<file path="src/rtl/alu_seq.sv">
// Sequential ALU for the execute stage: single-cycle logic/arithmetic ops,
// iterative SHL and shift-add MUL, results held until the consumer takes them.
module alu_seq #(
    parameter int WIDTH = 16,
    parameter int SHW   = $clog2(WIDTH)
) (
    input  logic             clk,
    input  logic             rst_n,
    input  logic             in_valid,
    output logic             in_ready,
    input  logic [2:0]       op,
    input  logic [WIDTH-1:0] in_a,
    input  logic [WIDTH-1:0] in_b,
    input  logic             carry_in,
    output logic             out_valid,
    input  logic             out_ready,
    output logic [WIDTH-1:0] result,
    output logic             flag_n,
    output logic             flag_z,
    output logic             flag_c,
    output logic             flag_v,
    output logic             mem_update
);

    localparam logic [1:0] S_IDLE = 2'd0;
    localparam logic [1:0] S_BUSY = 2'd1;
    localparam logic [1:0] S_DONE = 2'd2;

    localparam logic [2:0] OP_ADD = 3'b000;
    localparam logic [2:0] OP_SUB = 3'b001;
    localparam logic [2:0] OP_AND = 3'b010;
    localparam logic [2:0] OP_OR  = 3'b011;
    localparam logic [2:0] OP_XOR = 3'b100;
    localparam logic [2:0] OP_LUI = 3'b101;
    localparam logic [2:0] OP_SHL = 3'b110;
    localparam logic [2:0] OP_MUL = 3'b111;

    localparam logic [SHW:0] MUL_STEPS = (SHW+1)'(WIDTH);
    localparam logic [SHW:0] CNT_ONE   = (SHW+1)'(1);

    logic [1:0]       state_q, state_d;
    logic [2:0]       op_q, op_d;
    logic [SHW:0]     cnt_q, cnt_d;
    logic [WIDTH-1:0] work_q, work_d;    // SHL value, or MUL upper partial product
    logic [WIDTH-1:0] lo_q, lo_d;        // MUL multiplier / lower product half
    logic [WIDTH-1:0] mcand_q, mcand_d;
    logic [WIDTH-1:0] result_q;
    logic             flag_n_q, flag_z_q, flag_c_q, flag_v_q;

    logic             commit;
    logic [WIDTH-1:0] res_new;
    logic             c_new, v_new;

    logic [WIDTH:0]   sum_ext, dif_ext;
    logic [WIDTH-1:0] lui_val;
    logic [WIDTH-1:0] alu_res;
    logic             alu_c, alu_v;

    logic [WIDTH-1:0] shl_next;
    logic [WIDTH:0]   mul_sum;
    logic [WIDTH-1:0] mul_hi, mul_lo;
    logic [SHW-1:0]   shl_amt;

    // Single-cycle datapath, evaluated directly on the request operands
    always_comb begin
        sum_ext = {1'b0, in_a} + {1'b0, in_b} + {{WIDTH{1'b0}}, carry_in};
        dif_ext = {1'b0, in_a} - {1'b0, in_b};
        lui_val = {in_b[WIDTH/2-1:0], {(WIDTH/2){1'b0}}};
        alu_res = '0;
        alu_c   = 1'b0;
        alu_v   = 1'b0;
        case (op)
            OP_ADD: begin
                alu_res = sum_ext[WIDTH-1:0];
                alu_c   = sum_ext[WIDTH];
                alu_v   = (in_a[WIDTH-1] == in_b[WIDTH-1]) &&
                          (sum_ext[WIDTH-1] != in_a[WIDTH-1]);
            end
            OP_SUB: begin
                alu_res = dif_ext[WIDTH-1:0];
                alu_c   = dif_ext[WIDTH];
                alu_v   = (in_a[WIDTH-1] != in_b[WIDTH-1]) &&
                          (dif_ext[WIDTH-1] != in_a[WIDTH-1]);
            end
            OP_AND:  alu_res = in_a & in_b;
            OP_OR:   alu_res = in_a | in_b;
            OP_XOR:  alu_res = in_a ^ in_b;
            OP_LUI:  alu_res = lui_val;
            default: alu_res = in_a;
        endcase
    end

    // Iterative step logic: SHL shifts one bit, MUL adds then shifts right
    always_comb begin
        shl_next = {work_q[WIDTH-2:0], 1'b0};
        mul_sum  = {1'b0, work_q} + (lo_q[0] ? {1'b0, mcand_q} : {(WIDTH+1){1'b0}});
        mul_hi   = mul_sum[WIDTH:1];
        mul_lo   = {mul_sum[0], lo_q[WIDTH-1:1]};
        shl_amt  = in_b[SHW-1:0];
    end

    always_comb begin
        state_d = state_q;
        op_d    = op_q;
        cnt_d   = cnt_q;
        work_d  = work_q;
        lo_d    = lo_q;
        mcand_d = mcand_q;
        commit  = 1'b0;
        res_new = result_q;
        c_new   = flag_c_q;
        v_new   = flag_v_q;

        case (state_q)
            S_IDLE: begin
                if (in_valid) begin
                    op_d = op;
                    if (op == OP_MUL) begin
                        mcand_d = in_a;
                        lo_d    = in_b;
                        work_d  = '0;
                        cnt_d   = MUL_STEPS;
                        state_d = S_BUSY;
                    end else if (op == OP_SHL && shl_amt != '0) begin
                        work_d  = in_a;
                        cnt_d   = {1'b0, shl_amt};
                        state_d = S_BUSY;
                    end else begin
                        commit  = 1'b1;
                        res_new = alu_res;
                        c_new   = alu_c;
                        v_new   = alu_v;
                        state_d = S_DONE;
                    end
                end
            end
            S_BUSY: begin
                cnt_d = cnt_q - CNT_ONE;
                if (op_q == OP_MUL) begin
                    work_d = mul_hi;
                    lo_d   = mul_lo;
                    if (cnt_q == CNT_ONE) begin
                        commit  = 1'b1;
                        res_new = mul_lo;
                        c_new   = |mul_hi;
                        v_new   = 1'b0;
                        state_d = S_DONE;
                    end
                end else begin
                    work_d = shl_next;
                    if (cnt_q == CNT_ONE) begin
                        commit  = 1'b1;
                        res_new = shl_next;
                        c_new   = work_q[WIDTH-1];
                        v_new   = 1'b0;
                        state_d = S_DONE;
                    end
                end
            end
            S_DONE: begin
                if (out_ready) begin
                    state_d = S_IDLE;
                end
            end
            default: state_d = S_IDLE;
        endcase
    end

    always_ff @(posedge clk or negedge rst_n) begin
        if (!rst_n) begin
            state_q  <= S_IDLE;
            op_q     <= OP_ADD;
            cnt_q    <= '0;
            work_q   <= '0;
            lo_q     <= '0;
            mcand_q  <= '0;
            result_q <= '0;
            flag_n_q <= 1'b0;
            flag_z_q <= 1'b0;
            flag_c_q <= 1'b0;
            flag_v_q <= 1'b0;
        end else begin
            state_q <= state_d;
            op_q    <= op_d;
            cnt_q   <= cnt_d;
            work_q  <= work_d;
            lo_q    <= lo_d;
            mcand_q <= mcand_d;
            if (commit) begin
                result_q <= res_new;
                flag_n_q <= res_new[WIDTH-1];
                flag_z_q <= (res_new == '0);
                flag_c_q <= c_new;
                flag_v_q <= v_new;
            end
        end
    end

    assign in_ready   = (state_q == S_IDLE);
    assign out_valid  = (state_q == S_DONE);
    assign mem_update = out_valid && out_ready;
    assign result     = result_q;
    assign flag_n     = flag_n_q;
    assign flag_z     = flag_z_q;
    assign flag_c     = flag_c_q;
    assign flag_v     = flag_v_q;

endmodule

</file>
<file path="config.mk">
export PLATFORM = sky130hd
export DESIGN_NAME = alu_seq
export DESIGN_NICKNAME = d
export VERILOG_FILES = /design/src/rtl/alu_seq.sv
export SDC_FILE = /design/constraint.sdc
export NUM_CORES = 1
export LEC_CHECK = 0
export ABC_AREA = 1
export CAP_MARGIN = 20
export CORE_MARGIN = 4
export CORE_UTILIZATION = 50
export DETAILED_ROUTE_END_ITERATION = 8
export HOLD_SLACK_MARGIN = 0.08
export PLACE_DENSITY_LB_ADDON = 0.08
export SYNTH_ARGS = -nofsm -noshare
export SYNTH_HDL_FRONTEND = slang
export SYNTH_SLANG_ARGS = --single-unit
</file>
<file path="constraint.sdc">
create_clock -name clk -period 6.55 [get_ports clk]
set_clock_uncertainty 0.05 [all_clocks]
set_input_delay 0.9825 -clock clk [delete_from_list [all_inputs] [get_ports clk]]
set_output_delay 0.9825 -clock clk [all_outputs]
set_load 0.05 [all_outputs]
</file>
==> results.yml <==
run_status:
  run_status: "complete, no violations"
global_route:
  grt_max_degree: 78
  grt.overflow.total: 0
  grt.total_usage_pct: 29.6
  grt_pass1_vias: 8329
  grt_pass1_wl_um: 43400
  antenna_found_initial: 0
setup_path:
  cp-end-kind: "flip-flop"
  crit_fanout: 5
  startpoint_type: "input port"
  worstPathArrival_ns: 3.99
  crit_required_ns: 6.78
  crit_type: "in -> reg"
floorplanning:
  die_x_um: 137
  core_area_um2: 16100
  die_height_um: 137
  boundaryPins: 63
  dieArea_um2: 18800
  start_util_pct: 51.6
  std_cell_rows: 46
timing:
  timing.final.crit_period_ns: 3.76
  drv_slew: 0
  fmax_ghz: 0.266
  rsz0062_at_grt: "no"
  hold_viol: 0
  slew_headroom_pct: 35.4
  setup_viol: 0
  tightest_slew_ns: 0.967
  finalCritPeriodShare_pct: 57.4
  setup_tns_ns: 0
finish:
  utilization_pct: 57.3
  stdcell_area_um2: 9240
  regArea_um2: 1930
  multiInputGateArea_um2: 5310
  nFillCells: 1644
  layout-drive-gt1-share_pct: 4.06
  syn_to_final_growth_pct: 11.1
  final_cells: 1572
  diodes: 0
  nNetsFinal: 1470
placed_design:
  dpl_cell_area_um2: 8880
  gp_congestion: 0.949
  hpwl_um: 21400
  dp_cells: 1557
  port_buffers: 62
synthesis:
  synth_most_common_cell: "nand2_1"
  synth_seq_area_share_pct: 23.2
  yosysTopAreaCell: "dfrtp_1"
  yosys_most_used_dff: "dfrtp_1"
  postSynthAreaPerCell_um2: 6.25
  synth_commonest_cells: "nand2_1, inv_1, o21ai_0"
  syn_area_um2: 8310
  synthTopCellsByArea: "dfrtp_1, nand2_1, ha_1, inv_1, o21ai_0"
  yosys.area.top_type_share_pct: 23.2
  syn-num-nets: 1447
  synth_edf_count: 0
  ys_warn_count: 0
  async_flop_share_pct: 100
  synth_seq_cells: 77
  syn-instance-count: 1330
  ys_types: 43
routing:
  vias_per_cell: 5.58
  ant_nets: 0
  vias: 8769
  drtIter0Drc: 800
  wirelength_um: 27200
  drtPass1Iterations: 5
  drc: 0
  detail_route.wl_per_cell_um: 17.3
cts:
  post_cts_resized: 0
  max-clock-path-buffers: 2
  cts_sinks: 77
  cts_hold_repair.buffers: 0
  cts_max_level: 3
  numCtsBuffers: 9
  post_cts.repair.setup_buffers: 0
  insertion_delay_ns: 0.34
  clockRootBuffer: "clkbuf_16"
  cts_tree: "done"
  cts.reportedPaths.clkPinSlew_ns: 0.06
pwr:
  leakagePower_nw: 4.85
  vdd_drop_max_mv: 0.176
  total_power_w: 0.00353
  p_per_area_nw_per_um2: 382
hold_path:
  worstHoldPathType: "in -> async"
job:
  drv_cap: 0
-- sequential cells by signal (all words and copies together), names as in the netlist --
name     cells
flag_z       1
flag_c       1
result      16
state_q      2
mcand_q     16
lo_q        16
cnt_q        5
flag_v       1
op_q         3
work_q      16
-- worst paths after layout --
kind	start	end	slack, ns	cells after the start
min in group clk	mcand_q[2]$_DFFE_PN0P_	mcand_q[2]$_DFFE_PN0P_	0.43	2
worst max register to register	state_q[1]$_DFFE_PN0P_	flag_z$_DFFE_PN0P_	3.41	17
worst max-delay path	in_a[0]	flag_z$_DFFE_PN0P_	2.79	19
max in group asynchronous	rst_n	result[12]$_DFFE_PN0P_	5.48	2
worst min-delay path	rst_n	op_q[2]$_DFFE_PN0P_	0.40	1
worst min register to register	mcand_q[2]$_DFFE_PN0P_	mcand_q[2]$_DFFE_PN0P_	0.43	2
-- logic make-up after synthesis --
| family | synth area share [%] |
|---|---|
| buffers and inverters | 13.0 |
| adders and majority gates | 11.9 |
| xor gates and xnor gates | 0.527 |
| AOI/OAI and AO/OA | 17.3 |
| DFF | 23.2 |
| and+or+nand+nor | 34.0 |
-- worst max-delay path, cell delays in order --
cell,delay [ns]
clkdlybuf4s50_1,0.65
fa_1,0.37
inv_1,0.08
fa_1,0.39
inv_1,0.13
nand3_1,0.11
nand2_1,0.13
nand2_1,0.10
nand2_1,0.12
nand2_1,0.09
nand2_1,0.06
nand2_1,0.05
nand3_1,0.08
nand3_1,0.11
a21oi_1,0.21
nand2_1,0.09
nor2_1,0.11
nand2_1,0.06
nand2_1,0.06
-- stage by stage --
step | hold slack, ns | setup WS (ns)
after floorplan | 0.399 | 3.46
after global placement | 0.417 | 2.44
after detailed placement | 0.423 | 2.45
after CTS | 0.438 | 2.79
after global routing | 0.398 | 2.53
final | 0.404 | 2.79
-- per-layer routing --
metal | vias up | global-route usage [%] | wire length [µm] | part of all wire [%]
met3 | 57 | 4.63 | 1630 | 6.0
met1 | 4065 | 39.5 | 12000 | 44
met4 | 0 | 12.3 | 1110 | 4.1
li1 | 4373 | - | - | -
met2 | 274 | 47.6 | 12500 | 46
met5 | - | 0 | 0 | 0
-- where the power goes --
group          internal [W]  leakage (nW)  switching [W]
clock              0.000369         0.159       0.000191
sequential         0.000697         0.965       0.000170
combinational      0.000680          3.73        0.00142
-- layout by cell type (no fill, tap or decap), types with 3 or more instances in the layout --
master and n:
a211oi_1 18, a21oi_1 67, a21oi_2 3, a22o_1 4, a22oi_1 3, a31oi_1 3
and2_1 3, buf_4 3, bufinv_16 3, clkbuf_16 9, clkdlybuf4s50_1 61, dfrtp_1 77
fa_1 4, ha_1 73, inv_1 183, inv_2 11, nand2_1 381, nand2_2 6
nand3_1 119, nand3_2 5, nand3b_1 3, nand4_1 15, nor2_1 98, nor2_2 7
nor3_1 20, o211ai_1 12, o21ai_0 122, o21ai_1 3, o21bai_1 4, o22ai_1 13
xor2_1 3
-- final cells by class --
| class | instances | share of cell area (%) |
|---|---|---|
| clock buffer | 10 | 2.48 |
| clock inverter | 4 | 1.07 |
| inverter | 197 | 8.06 |
| multi-input combinational | 1003 | 57.5 |
| sequential | 77 | 20.9 |
| tap | 216 | 2.93 |
| timing repair buffer | 65 | 7.15 |
Power figures use the tool's default switching activity.
